==> src/rtl/axis_read_interface_if.sv <==
// AXI-Stream beat channel carried between the BRAM read stage and its consumer.
`timescale 1ns/1ps
interface axis_read_interface_if #(
    parameter int data_width = 512,
    parameter int keep_width = data_width / 8
);
    logic                  t_valid;
    logic                  t_ready;
    logic [data_width-1:0] t_data;
    logic                  t_last;
    logic [keep_width-1:0] t_keep;

    modport master (output t_valid, t_data, t_last, t_keep, input t_ready);
    modport slave  (input t_valid, t_data, t_last, t_keep, output t_ready);
endinterface

==> src/rtl/axis_read_interface.sv <==
// Reads a block of BRAM words on a start command and streams them out as one
// AXI-Stream packet, using a 2-entry skid FIFO and credit-gated read issue.
`timescale 1ns/1ps
module axis_read_interface #(
    parameter int data_width     = 512,
    parameter int counter_width  = 10,
    parameter int mem_size_depth = 1024,
    parameter int keep_width     = data_width / 8
) (
    input  logic                     axis_clk,
    input  logic                     reset,
    input  logic                     start,
    input  logic [counter_width-1:0] start_addr,
    input  logic [counter_width-1:0] len,
    input  logic [keep_width-1:0]    last_keep,
    output logic                     busy,
    output logic                     done,
    axis_read_interface_if.master    axis,
    output logic                     bram_ena,
    output logic                     bram_wena,
    output logic [counter_width-1:0] bram_address,
    output logic [data_width-1:0]    bram_data,
    input  logic [data_width-1:0]    bram_dout
);

    typedef enum logic [1:0] {
        ST_IDLE,
        ST_READ,
        ST_DRAIN
    } state_t;

    localparam logic [counter_width-1:0] last_addr = counter_width'(mem_size_depth - 1);

    state_t                   r_state;
    state_t                   w_next_state;
    logic [counter_width-1:0] r_rd_addr;
    logic [counter_width-1:0] r_remaining;
    logic [keep_width-1:0]    r_keep;
    logic                     r_inflight;
    logic                     r_inflight_last;
    logic [data_width-1:0]    r_fifo_data [2];
    logic [1:0]               r_fifo_last;
    logic                     r_wr_ptr;
    logic                     r_rd_ptr;
    logic [1:0]               r_occupancy;
    logic                     r_done;

    logic                     w_valid;
    logic                     w_pop;
    logic                     w_head_last;
    logic [1:0]               w_level;
    logic                     w_issue;
    logic                     w_accept;

    assign w_valid     = (r_occupancy != 2'd0);
    assign w_pop       = w_valid & axis.t_ready;
    assign w_head_last = r_fifo_last[r_rd_ptr];
    // Entries the FIFO will hold next cycle if nothing new is issued now.
    assign w_level     = r_occupancy + {1'b0, r_inflight} - {1'b0, w_pop};

    always_ff @(posedge axis_clk) begin
        if (reset) r_state <= ST_IDLE;
        else       r_state <= w_next_state;
    end

    always_comb begin
        // NOTE: every output of this block is defaulted first so no path infers a latch.
        w_next_state = r_state;
        w_issue      = 1'b0;
        w_accept     = 1'b0;
        busy         = (r_state != ST_IDLE);
        case (r_state)
            ST_IDLE: begin
                if (start && !r_done) begin
                    w_accept     = 1'b1;
                    w_next_state = ST_READ;
                end
            end
            ST_READ: begin
                if (w_level < 2'd2) begin
                    w_issue = 1'b1;
                    if (r_remaining == '0) w_next_state = ST_DRAIN;
                end
            end
            ST_DRAIN: begin
                if (w_pop && w_head_last) w_next_state = ST_IDLE;
            end
            default: w_next_state = ST_IDLE;
        endcase
    end

    always_ff @(posedge axis_clk) begin
        if (reset) begin
            r_rd_addr       <= '0;
            r_remaining     <= '0;
            r_keep          <= '0;
            r_inflight      <= 1'b0;
            r_inflight_last <= 1'b0;
            r_fifo_last     <= '0;
            r_wr_ptr        <= 1'b0;
            r_rd_ptr        <= 1'b0;
            r_occupancy     <= '0;
            r_done          <= 1'b0;
        end else begin
            r_done <= (r_state == ST_DRAIN) && w_pop && w_head_last;
            if (w_accept) begin
                r_rd_addr   <= start_addr;
                r_remaining <= len;
                r_keep      <= last_keep;
            end
            if (w_issue) begin
                r_rd_addr   <= (r_rd_addr == last_addr) ? '0 : r_rd_addr + counter_width'(1);
                r_remaining <= r_remaining - counter_width'(1);
            end
            r_inflight      <= w_issue;
            r_inflight_last <= w_issue && (r_remaining == '0);
            if (r_inflight) begin
                r_fifo_last[r_wr_ptr] <= r_inflight_last;
                r_wr_ptr              <= ~r_wr_ptr;
            end
            if (w_pop) r_rd_ptr <= ~r_rd_ptr;
            r_occupancy <= w_level;
        end
    end

    // NOTE: the data slots are not reset; every output read from them is gated by w_valid.
    always_ff @(posedge axis_clk) begin
        if (r_inflight) r_fifo_data[r_wr_ptr] <= bram_dout;
    end

    assign done         = r_done;
    assign axis.t_valid = w_valid;
    assign axis.t_data  = w_valid ? r_fifo_data[r_rd_ptr] : '0;
    assign axis.t_last  = w_valid & w_head_last;
    assign axis.t_keep  = !w_valid ? '0 : (w_head_last ? r_keep : '1);
    assign bram_ena     = w_issue;
    assign bram_address = w_issue ? r_rd_addr : '0;
    assign bram_wena    = 1'b0;
    assign bram_data    = '0;

endmodule

==> src/flat_wrapper.sv <==
// flat-port wrapper written by rule: the top's interface ports become plain ports
module axis_read_interface_flat 
#(
    parameter int data_width     = 512,
    parameter int counter_width  = 10,
    parameter int mem_size_depth = 1024,
    parameter int keep_width     = data_width / 8
)
  (axis_clk, reset, start, start_addr, len, last_keep, busy, done, bram_ena, bram_wena, bram_address, bram_data, bram_dout, axis_t_valid, axis_t_data, axis_t_last, axis_t_keep, axis_t_ready);
  axis_read_interface_if #(.data_width(data_width), .keep_width(keep_width)) axis_i ();
  input  logic axis_clk;
  input  logic reset;
  input  logic start;
  input  logic [counter_width-1:0] start_addr;
  input  logic [counter_width-1:0] len;
  input  logic [keep_width-1:0] last_keep;
  output logic busy;
  output logic done;
  output logic bram_ena;
  output logic bram_wena;
  output logic [counter_width-1:0] bram_address;
  output logic [data_width-1:0] bram_data;
  input  logic [data_width-1:0] bram_dout;
  output wire logic [$bits(axis_i.t_valid)-1:0] axis_t_valid;
  output wire logic [$bits(axis_i.t_data)-1:0] axis_t_data;
  output wire logic [$bits(axis_i.t_last)-1:0] axis_t_last;
  output wire logic [$bits(axis_i.t_keep)-1:0] axis_t_keep;
  input wire logic [$bits(axis_i.t_ready)-1:0] axis_t_ready;
  assign axis_t_valid = axis_i.t_valid;
  assign axis_t_data = axis_i.t_data;
  assign axis_t_last = axis_i.t_last;
  assign axis_t_keep = axis_i.t_keep;
  assign axis_i.t_ready = axis_t_ready;
  axis_read_interface #(.data_width(data_width), .counter_width(counter_width), .mem_size_depth(mem_size_depth), .keep_width(keep_width)) u_core (.axis_clk(axis_clk), .reset(reset), .start(start), .start_addr(start_addr), .len(len), .last_keep(last_keep), .busy(busy), .done(done), .axis(axis_i), .bram_ena(bram_ena), .bram_wena(bram_wena), .bram_address(bram_address), .bram_data(bram_data), .bram_dout(bram_dout));
endmodule
==> config.mk <==
export PLATFORM = sky130hd
export DESIGN_NAME = axis_read_interface_flat
export DESIGN_NICKNAME = d
export VERILOG_FILES = /design/src/rtl/axis_read_interface_if.sv /design/src/rtl/axis_read_interface.sv /design/src/flat_wrapper.sv
export SDC_FILE = /design/constraint.sdc
export NUM_CORES = 1
export LEC_CHECK = 0
export CORE_AREA = 2 2 668 670
export DETAILED_ROUTE_END_ITERATION = 6
export DIE_AREA = 0 0 670 672
export GPL_TIMING_DRIVEN = 0
export PLACE_DENSITY = 0.34
export SKIP_CTS_REPAIR_TIMING = 1
export SYNTH_ARGS = -nofsm -noshare
export SYNTH_HDL_FRONTEND = slang
export SYNTH_SLANG_ARGS = --single-unit
==> constraint.sdc <==
create_clock -name axis_clk -period 38.6 [get_ports axis_clk]
set_input_delay 7.72 -clock axis_clk [delete_from_list [all_inputs] [get_ports axis_clk]]
set_output_delay 7.72 -clock axis_clk [all_outputs]
set_load 0.1 [all_outputs]
==> impl_metrics.env <==
export IMPL_synth_cell_type_count=51
export IMPL_r2r_end="u_core.r_fifo_data[1][119]"
export IMPL_place_area_um2=68200
export IMPL_async_flop_share=0
export IMPL_max_cap_violations=0
export IMPL_root_buffer="clkbuf_16"
export IMPL_cts_tree="built"
export IMPL_coreArea_um2=444000
export IMPL_numClockSinks=1120
export IMPL_fillerInstances=49000
export IMPL_fin_setup_tns_ns=0
export IMPL_gp_congestion=0.806
export IMPL_drive_gt1_frac=0.148
export IMPL_outcome="completed"
export IMPL_clock_path_buffers=4
export IMPL_ir_worst_vdd_mv=0.0557
export IMPL_syn_to_final_growth_pct=56.2
export IMPL_vias=31300
export IMPL_critPathLaunchType="input pin"
export IMPL_arrival_ns=11.69
export IMPL_antenna_found_initial=100
export IMPL_first_pass_iters=5
export IMPL_avgSynthCellArea_um2=14.1
export IMPL_die_area_um2=450000
export IMPL_ys_seq_area_frac=0.702
export IMPL_htree_levels=4
export IMPL_seqCellArea_um2=32700
export IMPL_grt_pass1_wl_mm=301
export IMPL_routed_via_density=2.79
export IMPL_post_drt_wl_per_cell_um=20.9
export IMPL_grt_max_degree=98
export IMPL_grt_overflow=0
export IMPL_min_path_cells=2
export IMPL_timing_final_max_slew_violations=0
export IMPL_dp_hpwl_mm=192
export IMPL_grt_pass1_vias=31200
export IMPL_syn_cell_area_um2=46600
export IMPL_fin_worst_skew_ns=0.0289
export IMPL_worstHoldStart="u_core.r_keep[59]"
export IMPL_r2r_start="u_core.r_inflight"
export IMPL_synthTopCellsByCount="1024 x edfxtp_1, 655 x nor2_1, 516 x mux2i_1, 513 x buf_4, 154 x nand2_1"
export IMPL_nNetsFinal=5780
export IMPL_period_share=0.503
export IMPL_grt_total_usage=0.0995
export IMPL_yosysMostFrequentCell="edfxtp_1"
export IMPL_die_y_um=672
export IMPL_relSlewSlack=0.0481
export IMPL_drc=0
export IMPL_ys_ff_latch=1120
export IMPL_finalCriticalPeriod_ns=19.41
export IMPL_synth_area_leaders="edfxtp_1 66%, mux2i_1 11%, buf_4 8.3%"
export IMPL_endpoint_kind="primary output"
export IMPL_synthCells=3312
export IMPL_hp_class="register to register"
export IMPL_setup_viol=0
export IMPL_synth_area_leader_cell="edfxtp_1"
export IMPL_synth_edf_count=1024
export IMPL_tightest_slew_ns=1.42
export IMPL_die_w_um=670
export IMPL_rows=245
export IMPL_io_pins=1704
export IMPL_drt_iter0_markers=1466
export IMPL_worstPathMaxFanout=10
export IMPL_synth_top_area_frac=0.660
export IMPL_insertion_delay_ns=0.80
export IMPL_rsz0062_at_grt="false"
export IMPL_drt_total_wl_mm=235
export IMPL_ant_nets=0
export IMPL_yosys_warnings=0
export IMPL_ff2ff_path_depth=5
export IMPL_max_freq_mhz=51.5
export IMPL_start_util=0.105
export IMPL_ys_flop_type="edfxtp_1"
export IMPL_io_buffers=1189
export IMPL_p_per_area_nw_per_um2=85.3
export IMPL_crit_required_ns=30.88
export IMPL_hold_viol=0
export IMPL_p_leak_nw=24.7
export IMPL_r2r_slack_ns=35.49
export IMPL_multi_input_area_um2=11300
export IMPL_holdPathEnd="u_core.r_keep[59]"
export IMPL_clk_pin_slew_ns=0.05
export IMPL_fin_area_um2=72700
export IMPL_numCtsBuffers=143
export IMPL_critical_path_class="input pin to primary output"
layer usage:
metal | up-vias | GRT usage | wire length, µm
met5 | - | 0 | 49
met4 | 8 | 0.0205 | 5790
met3 | 358 | 0.0263 | 14300
met2 | 1273 | 0.206 | 135000
met1 | 15200 | 0.0962 | 79600
li1 | 14500 | - | -
through the flow:
stage / cells / total power [mW] / hold WS, ns / setup WS (ns) / util
floorplan: 3824 / 3.93 / 0.437 / 20.37 / -
global placement: 10900 / 5.09 / 0.445 / 14.11 / 0.153
detailed placement: 11000 / 5.01 / 0.449 / 19.05 / 0.154
CTS: 11200 / 6.36 / 0.458 / 19.03 / 0.164
global route: 11200 / 6.44 / 0.471 / 19.00 / 0.164
finish: 11200 / 6.20 / 0.456 / 19.19 / 0.164
report_power, final:
group | switching, mW | internal [mW]
Sequential | 0.0227 | 1.41
Clock | 0.555 | 0.766
Combinational | 2.79 | 0.654
flip-flops by register name (all words and copies together), names as in the netlist, named ones only:
name	count
u_core.done	1
u_core.r_inflight	1
u_core.r_keep	64
u_core.r_occupancy	2
u_core.r_state	2
u_core.r_fifo_last	2
u_core.r_rd_addr	10
u_core.r_inflight_last	1
u_core.r_fifo_data	1024
u_core.r_wr_ptr	1
u_core.r_rd_ptr	1
u_core.r_remaining	10
cells by family after synthesis:
| group | after synthesis | share of synthesized area |
|---|---|---|
| compound gates | 117 | 0.0151 |
| fa+ha+maj | 3 | 0.000806 |
| mux | 516 | 0.111 |
| buf+inv | 682 | 0.0967 |
| other cells | 1 | 0.0000805 |
| xor+xnor | 4 | 0.000753 |
| flops | 1120 | 0.702 |
| simple gates | 869 | 0.0740 |
worst max-delay path, stage by stage:
cell             delay, ns
clkdlybuf4s50_1       0.62
nand2_1               0.20
xnor2_1               0.17
ha_1                  0.25
a2111oi_4             0.28
a21oi_2               0.15
inv_2                 0.16
clkbuf_1              0.44
and2_1                0.47
clkdlybuf4s50_1       1.22
placed cells by master, fill, tap and decap left out, types with 3 or more instances in the layout:
cell                n
a21o_1              3
a21oi_1            77
a22oi_1             5
a31oi_1             9
a32oi_1             3
and2_1             10
buf_1              17
buf_16             17
buf_2              42
buf_4             513
bufinv_16           9
clkbuf_1          162
clkbuf_16         147
clkbuf_2            5
clkdlybuf4s50_1  1160
clkinv_1           25
clkinv_2           16
clkinvlp_4          4
conb_1            513
dfxtp_1            96
diode_2            17
edfxtp_1         1024
ha_1                3
inv_1               6
inv_6               6
mux2i_1           516
nand2_1           154
nand2b_1            7
nand3_1             9
nand4_1             3
nor2_1            655
nor2b_1             6
nor3_1              5
o21ai_0             3
o22ai_1             3
worst max-delay path by stage:
stage | from | to | depth (start not counted)
6_report | axis_t_ready | bram_address[4] | 10
5_1_grt | axis_t_ready | bram_address[2] | 10
4_1_cts | axis_t_ready | bram_address[2] | 10
3_5_place_dp | axis_t_ready | bram_address[2] | 10
3_3_place_gp | u_core.r_inflight | u_core.r_fifo_data[1][156] | 1
2_1_floorplan | axis_t_ready | bram_address[0] | 8
layout make-up:
class,count,share of cell area
clock inverter,67,0.00883
tap,5928,0.102
buffer,674,0.0616
inverter,8,0.000516
sequential,1120,0.449
antenna,17,0.000585
clock buffer,185,0.0528
timing repair buffer,1208,0.169
multi-input combinational,2022,0.156
(Power assumes the default switching activity.)
